### config.mk
export PLATFORM = sky130hd
export DESIGN_NAME = uart_rx_oversampled
export DESIGN_NICKNAME = d
export VERILOG_FILES = /design/src/rtl/uart_rx_oversampled.sv
export SDC_FILE = /design/constraint.sdc
export NUM_CORES = 1
export LEC_CHECK = 0
export ABC_AREA = 1
export ABC_CLOCK_PERIOD_IN_PS = 1600
export BUFFER_PORTS_ARGS = -buffer_cell sky130_fd_sc_hd__buf_4
export CORE_UTILIZATION = 30
export CTS_BUF_LIST = sky130_fd_sc_hd__clkbuf_8 sky130_fd_sc_hd__clkbuf_16
export DETAILED_ROUTE_END_ITERATION = 8
export GPL_ROUTABILITY_DRIVEN = 0
export PLACE_DENSITY_LB_ADDON = 0.2
export REMOVE_ABC_BUFFERS = 1
export SLEW_MARGIN = 0
export SYNTH_ARGS = -nofsm -noshare
export SYNTH_HDL_FRONTEND = slang
export SYNTH_SLANG_ARGS = --single-unit
### constraint.sdc
create_clock -name CLK_100MHZ -period 1.6 [get_ports CLK_100MHZ]
set_input_delay 0.32 -clock CLK_100MHZ [delete_from_list [all_inputs] [get_ports CLK_100MHZ]]
set_output_delay 0.32 -clock CLK_100MHZ [all_outputs]
set_load 0.01 [all_outputs]
### src/rtl/uart_rx_oversampled.sv
// UART receiver driven by a 16x oversample strobe: start/data/stop bits are
// sampled at mid-bit and a completed frame is presented on dout.
module uart_rx_oversampled #(
  parameter int DBIT    = 8,
  parameter int SB_TICK = 16
) (
  input  logic            CLK_100MHZ,
  input  logic            reset,
  input  logic            tick,
  input  logic            rx,
  output logic [DBIT-1:0] dout,
  output logic            rx_done_tick,
  output logic            frame_error
);

  localparam int              NW     = (DBIT > 1) ? $clog2(DBIT) : 1;
  localparam logic [NW-1:0]   N_LAST = NW'(DBIT - 1);
  localparam logic [3:0]      S_STOP = 4'(SB_TICK - 1);
  localparam logic [3:0]      S_MID  = 4'd7;
  localparam logic [3:0]      S_BIT  = 4'd15;

  typedef enum logic [1:0] {
    IDLE  = 2'd0,
    START = 2'd1,
    DATA  = 2'd2,
    STOP  = 2'd3
  } state_t;

  state_t          state_r;
  logic [3:0]      s_r;
  logic [NW-1:0]   n_r;
  logic [DBIT-1:0] b_r;
  logic [DBIT-1:0] dout_r;
  logic            done_r;
  logic            ferr_r;
  logic [1:0]      sync_r;
  logic            rx_s;

  assign rx_s         = sync_r[1];
  assign dout         = dout_r;
  assign rx_done_tick = done_r;
  assign frame_error  = ferr_r;

  // Two-flop synchronizer for the asynchronous line; resets to the idle level.
  always_ff @(posedge CLK_100MHZ) begin
    if (reset) begin
      sync_r <= 2'b11;
    end else begin
      sync_r <= {sync_r[0], rx};
    end
  end

  // Receive FSM with registered data and one-cycle status pulses.
  always_ff @(posedge CLK_100MHZ) begin
    if (reset) begin
      state_r <= IDLE;
      s_r     <= 4'd0;
      n_r     <= '0;
      b_r     <= '0;
      dout_r  <= '0;
      done_r  <= 1'b0;
      ferr_r  <= 1'b0;
    end else begin
      done_r <= 1'b0;
      ferr_r <= 1'b0;
      case (state_r)
        IDLE: begin
          if (rx_s == 1'b0) begin
            state_r <= START;
            s_r     <= 4'd0;
          end
        end
        START: begin
          if (tick) begin
            if (s_r == S_MID) begin
              s_r <= 4'd0;
              if (rx_s == 1'b0) begin
                state_r <= DATA;
                n_r     <= '0;
              end else begin
                // Start bit did not hold to mid-bit: treat it as a glitch.
                state_r <= IDLE;
              end
            end else begin
              s_r <= s_r + 4'd1;
            end
          end
        end
        DATA: begin
          if (tick) begin
            if (s_r == S_BIT) begin
              s_r <= 4'd0;
              b_r <= {rx_s, b_r[DBIT-1:1]};
              if (n_r == N_LAST) begin
                state_r <= STOP;
              end else begin
                n_r <= n_r + {{(NW-1){1'b0}}, 1'b1};
              end
            end else begin
              s_r <= s_r + 4'd1;
            end
          end
        end
        STOP: begin
          if (tick) begin
            if (s_r == S_STOP) begin
              state_r <= IDLE;
              s_r     <= 4'd0;
              if (rx_s == 1'b1) begin
                dout_r <= b_r;
                done_r <= 1'b1;
              end else begin
                ferr_r <= 1'b1;
              end
            end else begin
              s_r <= s_r + 4'd1;
            end
          end
        end
        default: begin
          state_r <= IDLE;
          s_r     <= 4'd0;
        end
      endcase
    end
  end

endmodule
==> results.yml <==
outcome:
  run_status: "finished clean"
critical_path:
  r2r-start: "s_r[0]$_SDFFE_PP0P_"
  cp-start-kind: "flip-flop"
  required_ns: 1.77
  rr_worst_depth: 6
  crit_type: "reg2reg"
  cp_max_fo: 10
  cp.arrival_ns: 1.63
  r2r_setup_slack_ns: 0.14
  crit_path_end_kind: "flip-flop"
  reg2reg_to: "dout[7]$_SDFFE_PP0P_"
timing:
  max_slew_margin: 0.827
  drv_slew: 0
  timing.fmax_ghz: 0.687
  final-hold-violation-count: 0
  fin_worst_skew_ns: 0.00549
  tightest_slew_ns: 0.257
  rsz0062_at_grt: "true"
  finalCritPeriodShare: 0.910
  period_minus_slack_ns: 1.46
  setup_ws_ns: 0.144
  setup_viol: 0
power_and_ir_drop:
  powerDensity_mw_per_mm2: 1020
  p_comb_frac: 0.051
  p_leak_nw: 0.667
  clock_power_share: 0.485
  finalPower_w: 0.00159
  swShare: 0.208
  seq_power_share: 0.464
  vdd_drop_max_mv: 0.360
  p_int_w: 0.00126
  switching_power_w: 0.000331
floorplan:
  fp.dieW_um: 67.0
  ioPinCount: 14
  initial_core_util: 0.314
  die_y_um: 67.0
  rows: 23
  coreArea_mm2: 0.00403
  dieArea_mm2: 0.00448
hold_path:
  min_from: "rx"
  hold_depth: 2
  holdPathEnd: "sync_r[0]$_SDFF_PP1_"
  hold_path.class: "in2reg"
clock_tree:
  root_buffer: "clkbuf_8"
  insertion_delay_ns: 0.28
  cts_sinks: 29
  clockBufferDepth: 2
  ctsHoldBuffers: 0
  cts_tree: "done"
  path_clk_slew_ns: 0.06
  numCtsBuffers: 5
  cts-htree-levels: 2
grt:
  grt_pass1_vias: 991
  grt_use_total: 0.129
  grt_pass1_wl_um: 4170
  overflow: 0
  grt_max_degree: 26
  antenna_found_initial: 0
synthesis:
  ys.flop_type: "dfxtp_1"
  async_flop_share: 0
  avgSynthCellArea_um2: 7.58
  ys_warn_count: 0
  yosys.cell_types.count: 23
  ys_ff_latch: 29
  synthCells: 167
  synth_area_mm2: 0.00127
  yosysSeqAreaShare: 0.458
  synth-edff-count: 0
place:
  port_buffers: 13
  dp_slack_ns: 0.142
  hpwl_um: 1670
cells_and_area:
  layout.cells.most_common: "nor2_1"
  nNetsFinal: 194
  layout-drive-gt1-share: 0.218
  layout_common_cells: "45 x nor2_1, 29 x dfxtp_1, 26 x nand2_1"
  syn_to_final_growth_pct: 22.6
  n_antenna_cell: 0
drt:
  drcViolationCount: 0
  avgViaCountPerCell: 4.41
  drt_iter0_markers: 41
  wl_per_cell_um: 9.56
  drt-pass1-iter-count: 4
  drt_wl_total_um: 2280
  drt.antenna.violating_nets: 0
  num_vias: 1050
job:
  maxCapViolCount: 0
power groups by stage:
stage / logic, W / clock network, W / registers [W]
after global routing: 0.0000942 / 0.000824 / 0.000739
after CTS: 0.0000819 / 0.000794 / 0.000737
after global placement: 0.0000814 / 0 / 0.000754
final: 0.0000815 / 0.000770 / 0.000738
after floorplan: 0.0000578 / 0 / 0.000752
after detailed placement: 0.0000816 / 0 / 0.000754
worst max-delay path: stages (launching register included):
cell and delay (ns):
dfxtp_1 0.38, ha_2 0.23, nand3_1 0.16, inv_2 0.16, nand4_4 0.17, o21ai_0 0.20, nor2_1 0.06
per-layer routing:
metal | GRT usage | up-vias | share of wire
met5 | 0 | - | 0
met4 | 0.0638 | 0 | 0.024
met3 | 0.0565 | 5 | 0.055
met2 | 0.196 | 18 | 0.43
met1 | 0.153 | 459 | 0.49
li1 | - | 568 | -
synth_stat cells (2+ instances only):
master / n / share of area
inv_1: 9 / 0.027
clkinv_2: 2 / 0.0079
a21oi_1: 5 / 0.020
ha_1: 3 / 0.030
nand2_2: 5 / 0.025
nand2_4: 2 / 0.018
dfxtp_1: 29 / 0.46
nand2_1: 26 / 0.077
or2_2: 2 / 0.0099
o21ai_0: 16 / 0.063
nor2_1: 45 / 0.13
nand3_1: 10 / 0.040
inv_2: 3 / 0.0089
sequential cells by signal (all words and copies together) (netlist names), named ones only:
| register | flops |
|---|---|
| s_r | 4 |
| frame_error | 1 |
| rx_done_tick | 1 |
| n_r | 3 |
| dout | 8 |
| b_r | 8 |
| state_r | 1 |
| sync_r | 2 |
metrics by stage:
step | hold slack [ns] | utilization | cell area (um2) | TNS [ns] | instances
after floorplan | 0.389 | - | 1260 | 0 | 165
after global placement | 0.401 | 0.354 | 1430 | 0 | 229
after detailed placement | 0.401 | 0.354 | 1430 | 0 | 229
after CTS | 0.224 | 0.383 | 1540 | 0 | 237
after global routing | 0.223 | 0.385 | 1550 | -0.00109 | 238
final | 0.231 | 0.385 | 1550 | 0 | 238
final cells by class:
cell class | count | area, um2
Clock buffer | 6 | 82.6
Clock inverter | 2 | 33.8
Fill cell | 422 | 2480
Inverter | 14 | 56.3
Multi-Input combinational cell | 122 | 624
Sequential cell | 29 | 581
Tap cell | 50 | 62.6
Timing Repair Buffer | 15 | 113
worst max-delay path by stage:
stage,start,to,slack [ns]
floorplan,n_r[0]$_SDFFE_PP0P_,n_r[0]$_SDFFE_PP0P_,0.33
global placement,s_r[0]$_SDFFE_PP0P_,dout[1]$_SDFFE_PP0P_,0.20
detailed placement,s_r[0]$_SDFFE_PP0P_,dout[1]$_SDFFE_PP0P_,0.14
CTS,s_r[0]$_SDFFE_PP0P_,dout[1]$_SDFFE_PP0P_,0.14
global route,s_r[0]$_SDFFE_PP0P_,dout[3]$_SDFFE_PP0P_,-0.001
finish,s_r[0]$_SDFFE_PP0P_,dout[7]$_SDFFE_PP0P_,0.14
what timing repair did:
action,CTS,global route
gates resized for setup,0,4
setup endpoints to repair,0,8
setup buffers,0,1
cell families (layout without fill, tap and decap cells):
kind of cell | Yosys count | in the layout | share of synthesized area
flip-flops | 29 | 29 | 0.459
XOR/XNOR | 1 | 1 | 0.00692
buffers and inverters | 16 | 37 | 0.0504
adder cells (fa/ha/maj) | 3 | 3 | 0.0296
AO/OA/AOI/OAI | 22 | 22 | 0.0870
AND/OR/NAND/NOR | 96 | 96 | 0.368
(Power assumes the default switching activity.)
